`src/rtl/dmem_arb_pkg.sv`:
```
// Shared types and default sizes for the data-memory arbiter.
package dmem_arb_pkg;

  localparam int unsigned DW_DEF   = 8;
  localparam int unsigned AW_DEF   = 8;
  localparam int unsigned STARVE_W = 4;
  localparam int unsigned STAT_W   = 16;

  typedef enum logic [1:0] {
    OWN_NONE = 2'd0,
    OWN_CORE = 2'd1,
    OWN_HOST = 2'd2
  } owner_t;

endpackage

```
`src/rtl/dmem_arb_starve_ctr.sv`:
```
// Saturating count of consecutive denied host cycles; at_max forces a host grant.
module dmem_arb_starve_ctr
  import dmem_arb_pkg::*;
#(
  parameter int unsigned MAX_WAIT = 4
) (
  input  logic clk_i,
  input  logic rst_i,
  input  logic clr_i,
  input  logic inc_i,
  output logic at_max_o
);

  logic [STARVE_W-1:0] cnt_q;
  logic [STARVE_W-1:0] cnt_d;

  assign at_max_o = (cnt_q == STARVE_W'(MAX_WAIT));

  always_comb begin
    cnt_d = cnt_q;
    if (clr_i) begin
      cnt_d = '0;
    end else if (inc_i && !at_max_o) begin
      cnt_d = cnt_q + STARVE_W'(1);
    end
  end

  always_ff @(posedge clk_i or posedge rst_i) begin
    if (rst_i) begin
      cnt_q <= '0;
    end else begin
      cnt_q <= cnt_d;
    end
  end

endmodule

```
`src/rtl/dmem_arbiter.sv`:
```
// Core/host arbiter for the single data-memory port, core priority with host starvation bound.
// Optional statistics outputs enabled by DMEM_ARB_STATS_EN.
module dmem_arbiter
  import dmem_arb_pkg::*;
#(
  parameter int unsigned DW       = DW_DEF,
  parameter int unsigned AW       = AW_DEF,
  parameter int unsigned MAX_WAIT = 4
) (
  input  logic          Clk,
  input  logic          Reset,
  input  logic          core_req,
  input  logic          core_we,
  input  logic [AW-1:0] core_addr,
  input  logic [DW-1:0] core_wdata,
  output logic          core_gnt,
  output logic          core_rvalid,
  output logic [DW-1:0] core_rdata,
  input  logic          host_req,
  input  logic          host_we,
  input  logic [AW-1:0] host_addr,
  input  logic [DW-1:0] host_wdata,
  output logic          host_gnt,
  output logic          host_rvalid,
  output logic [DW-1:0] host_rdata,
  output logic          mem_en,
  output logic          mem_we,
  output logic [AW-1:0] mem_addr,
  output logic [DW-1:0] mem_wdata,
  input  logic [DW-1:0] mem_rdata
`ifdef DMEM_ARB_STATS_EN
  ,
  output logic [STAT_W-1:0] conflict_cnt,
  output logic [STAT_W-1:0] host_forced_cnt
`endif
);

  logic   starve_at_max;
  logic   starve_inc;
  logic   host_forced;
  owner_t rd_owner_q;
  owner_t rd_owner_d;

  // Grants are suppressed for the whole time Reset is high.
  always_comb begin
    core_gnt    = 1'b0;
    host_gnt    = 1'b0;
    host_forced = 1'b0;
    if (!Reset) begin
      if (core_req && host_req) begin
        if (starve_at_max) begin
          host_gnt    = 1'b1;
          host_forced = 1'b1;
        end else begin
          core_gnt = 1'b1;
        end
      end else begin
        core_gnt = core_req;
        host_gnt = host_req;
      end
    end
  end

  always_comb begin
    mem_en    = core_gnt | host_gnt;
    mem_we    = 1'b0;
    mem_addr  = '0;
    mem_wdata = '0;
    if (core_gnt) begin
      mem_we    = core_we;
      mem_addr  = core_addr;
      mem_wdata = core_wdata;
    end else if (host_gnt) begin
      mem_we    = host_we;
      mem_addr  = host_addr;
      mem_wdata = host_wdata;
    end
  end

  assign starve_inc = host_req & ~host_gnt;

  dmem_arb_starve_ctr #(
    .MAX_WAIT(MAX_WAIT)
  ) u_starve (
    .clk_i   (Clk),
    .rst_i   (Reset),
    .clr_i   (~starve_inc),
    .inc_i   (starve_inc),
    .at_max_o(starve_at_max)
  );

  always_comb begin
    rd_owner_d = OWN_NONE;
    if (core_gnt && !core_we) begin
      rd_owner_d = OWN_CORE;
    end else if (host_gnt && !host_we) begin
      rd_owner_d = OWN_HOST;
    end
  end

  always_ff @(posedge Clk or posedge Reset) begin
    if (Reset) begin
      rd_owner_q <= OWN_NONE;
    end else begin
      rd_owner_q <= rd_owner_d;
    end
  end

  // Read data is steered to the requester that issued the read one cycle earlier.
  assign core_rvalid = (rd_owner_q == OWN_CORE);
  assign host_rvalid = (rd_owner_q == OWN_HOST);
  assign core_rdata  = core_rvalid ? mem_rdata : '0;
  assign host_rdata  = host_rvalid ? mem_rdata : '0;

`ifdef DMEM_ARB_STATS_EN
  logic [STAT_W-1:0] conflict_q;
  logic [STAT_W-1:0] conflict_d;
  logic [STAT_W-1:0] forced_q;
  logic [STAT_W-1:0] forced_d;

  always_comb begin
    conflict_d = conflict_q;
    forced_d   = forced_q;
    if (core_req && host_req && (conflict_q != '1)) begin
      conflict_d = conflict_q + STAT_W'(1);
    end
    if (host_forced && (forced_q != '1)) begin
      forced_d = forced_q + STAT_W'(1);
    end
  end

  always_ff @(posedge Clk or posedge Reset) begin
    if (Reset) begin
      conflict_q <= '0;
      forced_q   <= '0;
    end else begin
      conflict_q <= conflict_d;
      forced_q   <= forced_d;
    end
  end

  assign conflict_cnt    = conflict_q;
  assign host_forced_cnt = forced_q;
`else
  logic unused_forced;
  assign unused_forced = host_forced;
`endif

endmodule

```
`config.mk`:
```
export PLATFORM = sky130hd
export DESIGN_NAME = dmem_arbiter
export DESIGN_NICKNAME = d
export VERILOG_FILES = /design/src/rtl/dmem_arb_pkg.sv /design/src/rtl/dmem_arb_starve_ctr.sv /design/src/rtl/dmem_arbiter.sv
export SDC_FILE = /design/constraint.sdc
export NUM_CORES = 1
export LEC_CHECK = 0
export ABC_AREA = 0
export BUFFER_PORTS_ARGS = -buffer_cell sky130_fd_sc_hd__buf_2
export CELL_PAD_IN_SITES_DETAIL_PLACEMENT = 1
export CELL_PAD_IN_SITES_GLOBAL_PLACEMENT = 1
export CORE_MARGIN = 4
export CORE_UTILIZATION = 21
export CTS_BUF_LIST = sky130_fd_sc_hd__clkbuf_4
export CTS_CLUSTER_DIAMETER = 150
export DETAILED_ROUTE_END_ITERATION = 8
export HOLD_SLACK_MARGIN = 0.1
export PLACE_DENSITY = 0.83
export SYNTH_ARGS = -nofsm -noshare
export SYNTH_HDL_FRONTEND = slang
export SYNTH_SLANG_ARGS = --single-unit
```
`constraint.sdc`:
```
create_clock -name Clk -period 1.79 [get_ports Clk]
set_input_delay 0.0895 -clock Clk [delete_from_list [all_inputs] [get_ports Clk]]
set_output_delay 0.0895 -clock Clk [all_outputs]
set_load 0.05 [all_outputs]
```
==> results.sh, run 1 <==
export IMPL_fmax_mhz=506
export IMPL_min_to="rd_owner_q[1]"
export IMPL_clock_path_buffers=2
export IMPL_hold_violations=0
export IMPL_synth_area_per_cell_sq_um=9.28
export IMPL_cts_made_buffers=3
export IMPL_synth_fp_nets=123
export IMPL_finalPower_mw=0.767
export IMPL_vias=1017
export IMPL_die_area_sq_um=4300
export IMPL_ant_nets=0
export IMPL_reg2reg_from="u_starve.cnt_q[0]"
export IMPL_worstMarginPinSlew_ns=0.424
export IMPL_drive_above_1_share_pct=74.1
export IMPL_dp_hpwl_um=2640
export IMPL_drv_cap=0
export IMPL_synth_top_area_share_pct=21.6
export IMPL_drt_iter0_drc=3
export IMPL_core_sq_um=3100
export IMPL_gp_congestion=0.860
export IMPL_syn_cell_area_sq_um=696
export IMPL_worst_skew_pair_late_latency_ns=0.27
export IMPL_cts_tree="yes"
export IMPL_worst_path_largest_cell_delay_ns=0.39
export IMPL_synth_warnings=0
export IMPL_peakVddDrop_mv=0.180
export IMPL_die_width_um=65.6
export IMPL_cts_sinks=6
export IMPL_synthTopCellsByArea="dfrtp_1 (22%), and2_1 (14%), a22o_2 (13%), a22o_1 (7.6%), ha_1 (3.6%)"
export IMPL_antenna_cells=0
export IMPL_antenna_found_initial=0
export IMPL_drc=0
export IMPL_fillers=384
export IMPL_ys_seq_area_share_pct=21.6
export IMPL_rr_endpoint="rd_owner_q[1]"
export IMPL_viasPerCell=4.75
export IMPL_timing_final_ws_setup_ns=-0.185
export IMPL_end_kind="output pin"
export IMPL_post_place_ws_ns=-0.0273
export IMPL_skew_ns=0.00698
export IMPL_p_leak_nw=0.876
export IMPL_cp_start_kind="register"
export IMPL_ys_types=28
export IMPL_status="complete, but fails checks"
export IMPL_wl_um=3980
export IMPL_grt_usage_pct=15.0
export IMPL_grt_pass1_wl_um=4940
export IMPL_hold_class="in -> reg"
export IMPL_p_per_area_nw_per_um2=487
export IMPL_dp_cells=202
export IMPL_hold_depth=2
export IMPL_finish_net_count=220
export IMPL_htree_levels=1
export IMPL_drv_slew=0
export IMPL_synth_top_cell_by_area="dfrtp_1"
export IMPL_layout_min_cycle_time_ns=1.97
export IMPL_multi_input_area_sq_um=607
export IMPL_grt_pass1_vias=1140
export IMPL_ioPinCount=84
export IMPL_io_buffers=83
export IMPL_arrival_ns=1.89
export IMPL_ys_ff_latch=6
export IMPL_hold_start="host_we"
export IMPL_r2r_setup_slack_ns=0.27
export IMPL_start_util_pct=22.4
export IMPL_violations="negative setup slack"
export IMPL_wire_per_inst_um=18.6
export IMPL_instances_no_fill=214
export IMPL_mostFrequentLayoutCells="buf_2 (65), and2_1 (16), a22o_4 (13), buf_8 (13), buf_4 (12)"
export IMPL_crit_type="reg -> out"
export IMPL_num_rows=20
export IMPL_grt_max_degree=20
export IMPL_finalHoldWorstSlack_ns=0.123
export IMPL_slew_headroom_pct=71.7
export IMPL_syn2layout_area_growth_pct=126
export IMPL_register_area_sq_um=150
export IMPL_dr_pass1_iters=2
export IMPL_layout_commonest_cell="buf_2"
export IMPL_worst_path_max_fanout=9
export IMPL_grt_overflow_total=0
export IMPL_required_ns=1.70
export IMPL_path_buf_inv=3
export IMPL_r2r_cells=6
export IMPL_cts_clk_slew_worst_paths_ns=0.05
export IMPL_cp_top_family="buffers and inverters"
export IMPL_die_h_um=65.6
export IMPL_cts_root_buffer="clkbuf_4"
export IMPL_crit_slowest_cell="dfrtp_1"
export IMPL_utilization_pct=50.8
export IMPL_path_cells="inv_2 > ha_4 > nand3b_4 > a211oi_4 > buf_4 > a22o_2 > buf_6"
export IMPL_synthesis_instances=75
export IMPL_setup_viol=18
export IMPL_period_share_pct=110
export IMPL_rsz0062_at_grt="true"
==> kinds of logic (layout without fill, tap and decap cells) <==
| logic type | count (synthesis) | in the layout | share of synthesized area (%) |
|---|---|---|---|
| flip-flops | 6 | 6 | 21.6 |
| AND/OR/NAND/NOR | 28 | 28 | 26.6 |
| XOR/XNOR | 1 | 1 | 1.26 |
| adder cells (fa/ha/maj) | 2 | 2 | 3.60 |
| multiplexers | 2 | 2 | 2.88 |
| buffers and inverters | 11 | 106 | 9.89 |
| AO/OA/AOI/OAI | 25 | 25 | 34.2 |
==> metal layers <==
metal  global-route usage [%]  routed length (um)
met5                        0                   0
met4                     7.51                  99
met3                     2.56                 351
met2                     32.5                2340
met1                     12.4                1190
==> through the flow <==
step	cell area, sq um	TNS, ns
after global routing	1580	-3.93
after global placement	1190	0
final	1580	-2.95
after CTS	1370	-2.45
after floorplan	716	-0.327
after detailed placement	1190	-0.195
==> cells in the mapped netlist <==
cell type	instances
a211oi_1	1
a211oi_4	1
a21oi_1	3
a22o_1	6
a22o_2	9
a22o_4	1
and2_1	16
and2_2	1
and2b_1	1
and3b_2	1
buf_2	1
buf_6	2
buf_8	1
clkbuf_1	2
dfrtp_1	6
ha_1	2
inv_1	5
mux2i_1	2
nand2_1	1
nand3_1	3
nand3b_4	1
nor2_1	1
nor2b_1	2
nor3_1	1
o211a_1	1
o211ai_1	2
o21ba_2	1
xnor2_1	1
==> power by group <==
part	internal, mW	leakage [nW]	switching (mW)
sequential	0.143	0.0813	0.00553
clock	0.0768	0.0138	0.0636
combinational	0.209	0.780	0.269
total	0.428	0.876	0.338
==> flip-flops by register name, indices dropped and copies added (netlist names) <==
| signal | cells |
|---|---|
| rd_owner_q | 2 |
| u_starve.cnt_q | 4 |
==> area by class of cell <==
| cell class | count | share of cell area [%] |
|---|---|---|
| clock buffers | 3 | 1.43 |
| repair buffers | 98 | 45.8 |
| flip-flops and latches | 6 | 9.53 |
| multi-input cells | 58 | 38.5 |
| inverters | 5 | 1.19 |
| well taps | 44 | 3.49 |
==> worst max path at each step <==
stage,startpoint,endpoint,slack [ns],cells after the start
after floorplan,u_starve.cnt_q[0],mem_addr[1],-0.05,6
after global placement,u_starve.cnt_q[0],mem_wdata[4],0.06,7
after detailed placement,u_starve.cnt_q[0],mem_addr[3],-0.03,7
after CTS,u_starve.cnt_q[0],mem_addr[3],-0.16,7
after global routing,u_starve.cnt_q[0],mem_addr[7],-0.25,7
final,u_starve.cnt_q[0],mem_wdata[4],-0.18,7
==> timing repair <==
item | in CTS | in global routing
gates resized for setup | 38 | 27
pin swaps | 1 | 6
gates cloned | 0 | 2
setup endpoints to repair | 19 | 19
endpoints found under the hold margin | 6 | 0
setup buffers | 3 | 3
hold buffers | 1 | 0
Power figures use the tool's default switching activity.
==> run 2, diff against run 1 <==
--- a/config.mk
+++ b/config.mk
@@ -9,6 +9,7 @@
 export BUFFER_PORTS_ARGS = -buffer_cell sky130_fd_sc_hd__buf_2
 export CELL_PAD_IN_SITES_DETAIL_PLACEMENT = 1
 export CELL_PAD_IN_SITES_GLOBAL_PLACEMENT = 1
+export CORE_ASPECT_RATIO = 1.5
 export CORE_MARGIN = 4
 export CORE_UTILIZATION = 21
 export CTS_BUF_LIST = sky130_fd_sc_hd__clkbuf_4
==> run 2 against run 1 <==
Die area rose by 0.44%; combinational power fell by 11%; clock skew fell by 0.0017 ns; largest power group unchanged; clock power fell by 10%; first-iteration DRC count rose to 4.3 times the previous value; sequential share of layout area rose by 0.99 points; global-route usage fell by 0.18 points; wire length fell by 21%; the flow still finishes with violations (negative setup slack); worst setup slack improved by 0.075 ns; worst hold slack improved by 0.024 ns.
==> results.sh, run 2 (same netlist as run 1, synthesis figures left out) <==
export IMPL_drv_cap=0
export IMPL_cellInternalPower_mw=0.397
export IMPL_p_leak_nw=0.793
export IMPL_gp_congestion=0.769
export IMPL_cts_made_buffers=3
export IMPL_drv_slew=0
export IMPL_end_kind="output pin"
export IMPL_cts_root_buffer="clkbuf_4"
export IMPL_vias=964
export IMPL_path_cells="inv_2 > ha_4 > nand3b_4 > o211a_4 > buf_12 > a22o_2 > buf_6"
export IMPL_route_met3_wl_um=457
export IMPL_worstMarginPinSlew_ns=0.443
export IMPL_cts_clk_slew_worst_paths_ns=0.05
export IMPL_ioPinCount=84
export IMPL_io_buffers=83
export IMPL_hold_class="in -> reg"
export IMPL_ant_nets=0
export IMPL_clock_path_buffers=2
export IMPL_timing_final_ws_setup_ns=-0.110
export IMPL_drive_above_1_share_pct=73.3
export IMPL_mostFrequentLayoutCells="buf_2 (65), and2_1 (16), buf_6 (14), a22o_2 (12), buf_4 (7)"
export IMPL_largest_reg_flops=4
export IMPL_num_rows=25
export IMPL_top_register="u_starve.cnt_q"
export IMPL_period_share_pct=106
export IMPL_final_cell_area_sq_um=1430
export IMPL_violations="negative setup slack"
export IMPL_viasPerCell=4.70
export IMPL_die_area_sq_um=4320
export IMPL_htree_levels=1
export IMPL_p_clk_share_pct=18.1
export IMPL_wl_met1_um=980
export IMPL_seqPwrFrac_pct=21.2
export IMPL_path_buf_inv=3
export IMPL_antenna_found_initial=0
export IMPL_dpl_cell_area_sq_um=1210
export IMPL_crit_slowest_cell="dfrtp_1"
export IMPL_dp_hpwl_um=2560
export IMPL_rsz0062_at_grt="true"
export IMPL_cp_start_kind="register"
export IMPL_grt_usage_pct=14.8
export IMPL_p_sw_mw=0.303
export IMPL_slew_headroom_pct=70.4
export IMPL_layout_commonest_cell="buf_2"
export IMPL_crit_type="reg -> out"
export IMPL_highest_layer="met4"
export IMPL_worst_skew_pair_late_latency_ns=0.25
export IMPL_syn2layout_area_growth_pct=105
export IMPL_drt_iter0_drc=13
export IMPL_cts_sinks=6
export IMPL_die_h_um=78.5
export IMPL_core_sq_um=3160
export IMPL_p_per_area_nw_per_um2=491
export IMPL_worst_path_max_fanout=17
export IMPL_finish_net_count=215
export IMPL_wl_met2_um=1670
export IMPL_wl_um=3140
export IMPL_drc=0
export IMPL_wire_per_inst_um=15.3
export IMPL_start_util_pct=22.0
export IMPL_cts_tree="yes"
export IMPL_fin_tns_setup_ns=-1.64
export IMPL_worst_path_largest_cell_delay_ns=0.39
export IMPL_status="complete, but fails checks"
export IMPL_antenna_cells=0
export IMPL_grt_max_degree=19
export IMPL_hold_violations=0
export IMPL_skew_ns=0.00532
export IMPL_grt_pass1_vias=1085
export IMPL_top_regs="u_starve.cnt_q: 4 flops, rd_owner_q: 2 flops"
export IMPL_layout_min_cycle_time_ns=1.90
export IMPL_arrival_ns=1.81
export IMPL_setup_viol=17
export IMPL_grt_pass1_wl_um=4700
export IMPL_share_comb_of_total_power_pct=60.8
export IMPL_cp_top_family="compound AO/OA/AOI/OAI gates"
export IMPL_switching_share_pct=43.3
export IMPL_dr_pass1_iters=4
export IMPL_peakVddDrop_mv=0.241
export IMPL_grt_overflow_total=0
export IMPL_required_ns=1.70
export IMPL_fmax_mhz=526
export IMPL_die_width_um=55.0
[run 2: changes by cell type in the layout (fill, tap and decap cells not counted), sizes merged]
cell	previous run	this run
clkbuf	4	3
buf	96	92
[run 2: cell type report]
type / instances / area (sq um)
Multi-Input combinational cell: 58 / 539
Fill cell: 374 / 1730
Sequential cell: 6 / 150
Clock buffer: 3 / 22.5
Tap cell: 40 / 50.0
Timing Repair Buffer: 93 / 646
Inverter: 5 / 18.8
[run 2: power by group through the flow]
stage               clock network (mW)  registers (mW)  logic [mW]
finish                           0.126           0.148       0.426
global placement                     0           0.149       0.349
detailed placement                   0           0.150       0.357
floorplan                            0           0.150       0.239
CTS                              0.132           0.148       0.419
global route                     0.140           0.149       0.450
[run 2: routing by layer]
layer	global-route usage (%)	vias to the layer above
met3	3.80	2
met5	0	-
met2	28.4	81
met1	13.4	433
li1	-	448
met4	6.57	0
[run 2: repair_timing]
item / in CTS / in global routing
buffers inserted: 1 / 1
endpoints found under the hold margin: 6 / 0
endpoints found under the setup margin: 19 / 18
gates resized for setup: 44 / 4
pin swaps: 3 / 1
hold buffers: 1 / 0
[run 2: per-stage QoR]
step / total power [mW] / setup WS (ns) / util (%) / hold slack (ns) / cells
after floorplan: 0.389 / -0.0468 / - / 0.0566 / 75
after global routing: 0.739 / -0.180 / 45.1 / 0.143 / 205
final: 0.700 / -0.110 / 45.1 / 0.148 / 205
after global placement: 0.498 / 0.0424 / 38.3 / 0.161 / 199
after CTS: 0.700 / -0.127 / 44.3 / 0.139 / 204
after detailed placement: 0.507 / -0.0306 / 38.3 / 0.189 / 199
[run 2: path summary, 6_finish.rpt]
path | slack (ns) | cells past startpoint | endpoint | start
max | -0.11 | 7 | mem_wdata[1] | u_starve.cnt_q[0]
max in group asynchronous | 1.14 | 4 | rd_owner_q[0] | Reset
min in group asynchronous | 0.53 | 4 | u_starve.cnt_q[2] | Reset
max reg2reg | 0.37 | 6 | rd_owner_q[1] | u_starve.cnt_q[0]
min | 0.15 | 2 | rd_owner_q[1] | host_we
min reg2reg | 0.64 | 3 | u_starve.cnt_q[0] | u_starve.cnt_q[0]
